File: config.mk
export PLATFORM = sky130hd
export DESIGN_NAME = rcla_block_serial_sched
export DESIGN_NICKNAME = d
export VERILOG_FILES = /design/src/rtl/rcla_block_serial_sched.sv
export SDC_FILE = /design/constraint.sdc
export NUM_CORES = 1
export LEC_CHECK = 0
export CORE_ASPECT_RATIO = 2
export CORE_MARGIN = 5
export CORE_UTILIZATION = 46
export DETAILED_ROUTE_END_ITERATION = 10
export PLACE_DENSITY = 0.81
export SYNTH_ARGS = -nofsm -noshare
export SYNTH_HDL_FRONTEND = slang
export SYNTH_SLANG_ARGS = --single-unit
File: constraint.sdc
create_clock -name clk -period 4.95 [get_ports clk]
set_input_delay 0.7425 -clock clk [delete_from_list [all_inputs] [get_ports clk]]
set_output_delay 0.7425 -clock clk [all_outputs]
set_load 0.005 [all_outputs]
File: src/rtl/rcla_block_serial_sched.sv
// Time-multiplexed 16+64-bit adder: one BLK_W-wide ripple-block carry-lookahead
// slice is driven over NBLK beats, shared round-robin between two requesters.
//
// state | meaning
// IDLE  | waiting for a requester; grants at most one per cycle
// RUN   | one slice beat per cycle, carry chained through carry_q
// DONE  | result presented on out_*, held until out_ready
module rcla_block_serial_sched #(
   parameter int BLK_W = 16,
   parameter int NBLK  = 4
) (
   input  logic                    clk,
   input  logic                    rst_n,
   input  logic                    in0_valid,
   output logic                    in0_ready,
   input  logic [BLK_W-1:0]        in0_x,
   input  logic [BLK_W*NBLK-1:0]   in0_y,
   input  logic                    in1_valid,
   output logic                    in1_ready,
   input  logic [BLK_W-1:0]        in1_x,
   input  logic [BLK_W*NBLK-1:0]   in1_y,
   output logic                    out_valid,
   input  logic                    out_ready,
   output logic [BLK_W*NBLK:0]     out_sum,
   output logic                    out_id,
   output logic                    busy
);

   localparam int CW  = (NBLK > 1) ? $clog2(NBLK) : 1;
   localparam int GRP = 4;

   typedef enum logic [1:0] {
      S_IDLE,
      S_RUN,
      S_DONE
   } state_t;

   state_t state_q, state_d;

   logic [BLK_W-1:0]             x_q;
   logic [NBLK-1:0][BLK_W-1:0]   y_q;
   logic [NBLK-1:0][BLK_W-1:0]   sum_blk_q;
   logic                         sum_msb_q;
   logic                         carry_q;
   logic [CW-1:0]                cnt_q;
   logic                         id_q;
   logic                         prio_q;

   logic                         grant0;
   logic                         grant1;
   logic                         accept;
   logic                         last_beat;

   logic [BLK_W-1:0]             slice_a;
   logic [BLK_W-1:0]             slice_b;
   logic [BLK_W-1:0]             slice_g;
   logic [BLK_W-1:0]             slice_p;
   logic [BLK_W:0]               slice_c;
   logic [BLK_W-1:0]             slice_s;
   logic                         grp_g;
   logic                         grp_p;
   logic                         grp_cin;

   // X is zero-extended, so only block 0 sees a non-zero X operand.
   assign slice_a = (cnt_q == '0) ? x_q : '0;
   assign slice_b = y_q[cnt_q];

   // Lookahead inside each GRP-bit group, rippling group to group.
   always_comb begin
      slice_g    = slice_a & slice_b;
      slice_p    = slice_a ^ slice_b;
      slice_c    = '0;
      slice_c[0] = carry_q;
      grp_g      = 1'b0;
      grp_p      = 1'b1;
      grp_cin    = carry_q;
      for (int i = 0; i < BLK_W; i++) begin
         if ((i % GRP) == 0) begin
            grp_g   = 1'b0;
            grp_p   = 1'b1;
            grp_cin = slice_c[i];
         end
         grp_g        = slice_g[i] | (slice_p[i] & grp_g);
         grp_p        = grp_p & slice_p[i];
         slice_c[i+1] = grp_g | (grp_p & grp_cin);
      end
      slice_s = slice_p ^ slice_c[BLK_W-1:0];
   end

   assign last_beat = (cnt_q == CW'(NBLK - 1));

   always_ff @(posedge clk or negedge rst_n) begin
      if (!rst_n) begin
         state_q <= S_IDLE;
      end else begin
         state_q <= state_d;
      end
   end

   always_comb begin
      state_d = state_q;
      grant0  = 1'b0;
      grant1  = 1'b0;
      accept  = 1'b0;
      case (state_q)
         S_IDLE: begin
            grant0 = in0_valid & (~prio_q | ~in1_valid);
            grant1 = in1_valid & (prio_q | ~in0_valid);
            accept = grant0 | grant1;
            if (accept) begin
               state_d = S_RUN;
            end
         end
         S_RUN: begin
            if (last_beat) begin
               state_d = S_DONE;
            end
         end
         S_DONE: begin
            if (out_ready) begin
               state_d = S_IDLE;
            end
         end
         default: begin
            state_d = S_IDLE;
         end
      endcase
   end

   always_ff @(posedge clk or negedge rst_n) begin
      if (!rst_n) begin
         x_q       <= '0;
         y_q       <= '0;
         sum_blk_q <= '0;
         sum_msb_q <= 1'b0;
         carry_q   <= 1'b0;
         cnt_q     <= '0;
         id_q      <= 1'b0;
         prio_q    <= 1'b0;
      end else if (accept) begin
         x_q     <= grant1 ? in1_x : in0_x;
         y_q     <= grant1 ? in1_y : in0_y;
         id_q    <= grant1;
         prio_q  <= ~grant1;
         cnt_q   <= '0;
         carry_q <= 1'b0;
      end else if (state_q == S_RUN) begin
         sum_blk_q[cnt_q] <= slice_s;
         carry_q          <= slice_c[BLK_W];
         cnt_q            <= cnt_q + 1'b1;
         if (last_beat) begin
            sum_msb_q <= slice_c[BLK_W];
         end
      end
   end

   assign in0_ready = grant0;
   assign in1_ready = grant1;
   assign out_valid = (state_q == S_DONE);
   assign out_sum   = {sum_msb_q, sum_blk_q};
   assign out_id    = id_q;
   assign busy      = (state_q != S_IDLE);

endmodule

==> results.toml <==
[run_status]
outcome = "completed"

[sta]
post-route-period-util = 0.791
finalCriticalPeriod_ns = 3.92
final_max_slew_viol_count = 0
relSlewSlack = 0.303
tightest_slew_ns = 1.04
fmax_ghz = 0.255
clock_skew_ns = 0.0130
finalSetupViolCount = 0
hold_violations = 0
rsz0062_at_grt = "false"
fin_setup_tns_ns = 0

[floorplan]
boundaryPins = 235
start_util = 0.465
die-area_sq_um = 18100
core_area_sq_um = 15200
die_y_um = 185
die_width_um = 97.7
rows = 64

[synth]
synth_top_flop_cell = "dfrtp_1"
synth_area_leader_cell = "dfrtp_1"
synth_edf_count = 0
seq_area_frac_synth = 0.537
syn_area_sq_um = 7080
syn_nets = 815
async_reset_ff_frac = 1.00
syn_inst = 626
ys_types = 39
syn_avg_cell_area_sq_um = 11.3
synthTopCellsByArea = "dfrtp_1 (54%), a222oi_1 (11%), mux4_2 (5.1%)"
yosys_warnings = 0
synth_seq_cells = 152
yosysTopAreaCellShare = 0.537

[worst_setup_path]
r2r_end = "out_sum[29]"
critPathKind = "reg2reg"
cp_cell_sequence = "buf_4 -> inv_1 -> ha_1 -> and2_1 -> ha_1 -> a211o_1 -> a221oi_2 -> o21ai_2 -> o21ai_0 -> o21bai_1 -> fa_1 -> xnor2_1 -> o21ai_0"
critPathLaunchType = "flip-flop"
rr_worst_depth = 13
crit_required_ns = 5.20
arrival_ns = 4.17
cp_max_fo = 20
r2r-start = "cnt_q[1]"
crit_path_end_kind = "flip-flop"
slowest_stage = "fa_1"
r2r_slack_ns = 1.03
critPathMaxStageDelay_ns = 0.44

[route]
drc = 0
drt-total-wl_um = 21200
first_pass_iters = 7
num_vias = 6015
drt_iter0_drc = 529
vias_per_cell = 5.70
wire_per_inst_um = 20.1
antenna_left = 0

[power_and_ir_drop]
power_density_nw_per_um2 = 675
p_comb_frac = 0.483
sequentialPowerShare = 0.326
internal-power_mw = 4.30
clock_power_share = 0.191
p_sw_frac = 0.377
p_leak_nw = 4.77
power_switching_mw = 2.60
p_total_mw = 6.90
vdd_ir_drop_max_uv = 385

[cells_and_area]
area_growth_pct = 44.3
seq_area_sq_um = 3800
antenna_cells = 0
layout-drive-gt1-share = 0.0886
fillerInstances = 1186
final_common_cell = "clkdlybuf4s50_1"
multi_input_area_sq_um = 2790
mostFrequentLayoutCells = "clkdlybuf4s50_1 (233), dfrtp_1 (152), inv_1 (94), a222oi_1 (80), nand2_1 (66)"
nets = 1035

[place]
port_buffers = 234
dp_hpwl_um = 15800
routabilityCongestion = 0.829

[clock_network]
cts_buffers = 17
path_clk_slew_ns = 0.06
htree_levels = 4
cts_resized = 0
clk_path_buf_depth = 2
hold_buffers = 0
insertion_delay_ns = 0.42
cts_tree = "yes"
clock-sinks = 152
post_cts.repair.setup_buffers = 0
clockRootBuffer = "clkbuf_16"

[global_routing]
grt_first_pass_wirelength_um = 33000
grt.total_usage = 0.236
gr-total-overflow = 0
antenna_found_initial = 0
grt_max_degree = 82
first_global_vias = 6283

[hold_path]
hold_class = "in2async"

[run]
maxCapViolCount = 0
[cell type report]
| cell class | count | share of cell area |
|---|---|---|
| sequential | 152 | 0.372 |
| multi-input combinational | 337 | 0.273 |
| timing repair buffer | 244 | 0.238 |
| clock buffer | 20 | 0.0437 |
| inverter | 94 | 0.0345 |
| tap | 198 | 0.0243 |
| clock inverter | 11 | 0.0143 |
[worst max-delay path by stage]
stage                        start          end  slack (ns)  cells past startpoint
after CTS                 cnt_q[1]  out_sum[29]        1.02                     13
after detailed placement  cnt_q[1]  out_sum[13]        1.03                     13
after global placement    cnt_q[1]  out_sum[13]        1.16                     13
after global routing      cnt_q[1]  out_sum[29]        0.65                     13
after floorplan           cnt_q[1]  out_sum[60]        1.00                     14
final                     cnt_q[1]  out_sum[29]        1.03                     13
[state kept, by name, summed over array words and instances, names as in the netlist]
register / count
carry_q: 1
cnt_q: 2
out_id: 1
out_sum: 64
prio_q: 1
state_q: 2
sum_msb_q: 1
x_q: 16
y_q: 64
[cells in the mapped netlist, types with 4 or more instances]
master,number
xor2_1,4
a22oi_1,4
ha_1,20
o21ai_0,51
nand3_1,4
o21bai_1,4
nand2b_1,4
inv_1,94
nand2_1,66
xnor2_1,6
o31ai_1,4
nor3_1,5
nor2_1,5
a222oi_1,80
dfrtp_1,152
mux4_2,16
and2_1,15
fa_1,4
mux2i_1,4
mux2_2,12
clkbuf_1,39
a21oi_1,8
[layer usage]
layer | wire length (um) | vias up | global-route usage | part of all wire
met2 | 11400 | 272 | 0.429 | 0.54
li1 | - | 2735 | - | -
met5 | 0 | - | 0 | 0
met1 | 7570 | 2949 | 0.259 | 0.36
met4 | 1090 | 0 | 0.136 | 0.051
met3 | 1120 | 59 | 0.0384 | 0.053
[power by group through the flow]
stage	logic, mW	clock network [mW]	registers, mW
2_1_floorplan	2.09	0	2.12
3_3_place_gp	3.26	0	2.25
3_5_place_dp	3.36	0	2.26
4_1_cts	3.37	1.34	2.25
5_1_grt	3.72	1.39	2.30
6_report	3.33	1.32	2.25
[critical path: cells and delay by family, from the launching register on]
| family | cells | cell delay, ns |
|---|---|---|
| buf+inv | 2 | 0.36 |
| xor+xnor | 1 | 0.31 |
| simple gates | 1 | 0.23 |
| compound gates | 6 | 1.34 |
| flops | 1 | 0.32 |
| fa+ha+maj | 3 | 1.19 |
[stage by stage]
stage / utilization / instance area, sq um / setup WS, ns / hold WS, ns / std cells
finish: 0.671 / 10200 / 1.03 / 0.288 / 1056
detailed placement: 0.632 / 9620 / 1.03 / 0.468 / 1025
global placement: 0.632 / 9620 / 1.16 / 0.461 / 1025
global route: 0.671 / 10200 / 0.650 / 0.320 / 1056
floorplan: - / 7080 / 1.00 / 0.447 / 626
CTS: 0.671 / 10200 / 1.02 / 0.302 / 1056
[logic make-up after synthesis]
family	count (synthesis)	synth area share
buffers and inverters	137	0.0735
AND/OR/NAND/NOR	102	0.0640
flip-flops	152	0.537
multiplexers	32	0.0757
XOR/XNOR	10	0.0124
AO/OA/AOI/OAI	169	0.190
adder cells (fa/ha/maj)	24	0.0467
(Power assumes the default switching activity.)
==> edit, RTL diff (same flow settings) <==
Encoding of `state_t`: now one-hot (3 bits for 3 states).
--- a/src/rtl/rcla_block_serial_sched.sv
+++ b/src/rtl/rcla_block_serial_sched.sv
@@ -29,10 +29,10 @@
    localparam int CW  = (NBLK > 1) ? $clog2(NBLK) : 1;
    localparam int GRP = 4;
 
-   typedef enum logic [1:0] {
-      S_IDLE,
-      S_RUN,
-      S_DONE
+   typedef enum logic [2:0] {
+      S_IDLE = 3'b001,
+      S_RUN  = 3'b010,
+      S_DONE = 3'b100
    } state_t;
 
    state_t state_q, state_d;
Formal check against the unedited RTL: same outputs for any inputs over 4 cycles, from zero or initial values and one cycle with rst_n low; so few cycles prove little.
==> edit against the original RTL <==
  * Power up 1.4%
  * Sequential power fell by 3%
  * Synthesized cell count up 1.6%
  * Wire length rose by 0.53%
  * Final area up 0.37%
  * Sequential cell count is 1 higher
  * Core utilization is 0.11 points lower
  * Cell count grew 0.76%
  * Clock power fell by 4%
  * Synthesized area up 1.4%
  * Global-route usage fell by 0.74 points
  * Via count grew 0.68%
  * Critical path depth fell by 2
  * Worst setup slack better by 0.12 ns
  * Critical endpoint unchanged
  * Largest cell class unchanged
==> edit: results (changes against the original RTL) <==
| Metric | Value |
|---|---|
| Router iterations before antenna repair | `9 (+2)` |
| Post-synthesis mux area share | `6.90% (-0.66 points)` |
| Met3 Use GR | `4.30% (+0.45 points)` |
| Nets@finish | `1041 (+0.58%)` |
| GRT met2 Usage | `42.3% (-0.67 points)` |
| Outcome | `complete, no violations` |
| Reg2reg path depth | `11 (-2)` |
| Critical Path Start | `cnt_q[0]` |
| Comb. pwr | `3.53 mW (+6.0%)` |
| CP Data Arrival Time | `4.04 ns (-0.13 ns)` |
| Register area share after synthesis | `53.4% (-0.36 points)` |
| P_clk | `1.27 mW (-4%)` |
| CP peak stage delay | `0.55 ns (+0.11 ns)` |
| Distinct cell type count after synthesis | `49 (+26%)` |
| Initial antenna violation count | `1 (+1)` |
| Lkg Pwr | `4.73 nW (-0.77%)` |
| Vias in the first global route | `6353 (+1.1%)` |
| GPL Wtd Cong | `0.808 (-2.6%)` |
| Xor/xnor share of the synthesized area | `0.976% (-0.26 points)` |
| Largest net degree at the start of global routing | `83 (+1.2%)` |
| Synth Area in Compound Gates | `19.2% (+0.14 points)` |
| Max-Slew Margin vs Limit | `32.7% (+2.4 points)` |
| Register-to-register setup slack | `1.16 ns (+0.12 ns)` |
| First-pass GRT wire length | `33000 um (about the same)` |
| GRT Total Usage | `22.9% (-0.74 points)` |
| DRT iter0 DRCs | `554 (+4.7%)` |
| Average routed wire per standard cell | `20.0 um (-0.22%)` |
| Worst Skew | `0.0136 ns (+0.000588 ns)` |
edit: cell types whose count changed after synthesis, moves of 10 or more:
cell      delta
clkbuf_1    -10
o21ai_0     -15
buf_2       +10
o21ai_1     +21
edit: worst min-delay path by stage:
stage	slack, ns	from	cells after the start	to
after floorplan	0.45	rst_n	0	carry_q
after global placement	0.46	out_sum[58]	2	out_sum[58]
after detailed placement	0.47	out_sum[34]	2	out_sum[34]
after CTS	0.32	rst_n	1	y_q[49]
after global routing	0.35	rst_n	1	y_q[49]
final	0.29	rst_n	1	y_q[49]
edit: layout make-up:
type	count	share of cell area, %
flip-flops and latches	153	37.4
multi-input cells	346	27.7
repair buffers	242	23.4
clock buffers	19	4.42
inverters	92	3.37
well taps	198	2.42
clock inverters	13	1.31
diodes	1	0.0244
edit: kinds of logic (layout without fill, tap and decap cells):
| kind of cell | Yosys count | count (layout) |
|---|---|---|
| adder cells (fa/ha/maj) | 24 | 24 |
| flip-flops | 153 | 153 |
| XOR/XNOR | 8 | 8 |
| buffers and inverters | 137 | 366 |
| multiplexers | 28 | 28 |
| AO/OA/AOI/OAI | 176 | 176 |
| AND/OR/NAND/NOR | 110 | 110 |
| other | 0 | 1 |
edit: layer usage:
| metal | wire length, um | part of all wire, % |
|---|---|---|
| met5 | 0 | 0 |
| met3 | 1250 | 5.9 |
| met1 | 7450 | 35 |
| met2 | 11800 | 55 |
| met4 | 807 | 3.8 |
edit: stage by stage:
stage	instance area, um^2	setup WS (ns)	power, mW	hold slack (ns)	std cells
6_report	10300	1.16	6.99	0.287	1064
2_1_floorplan	7180	0.989	4.34	0.447	636
3_5_place_dp	9660	1.14	5.75	0.469	1031
4_1_cts	10300	1.14	7.04	0.320	1063
3_3_place_gp	9660	1.27	5.61	0.461	1031
5_1_grt	10300	0.882	7.47	0.351	1064
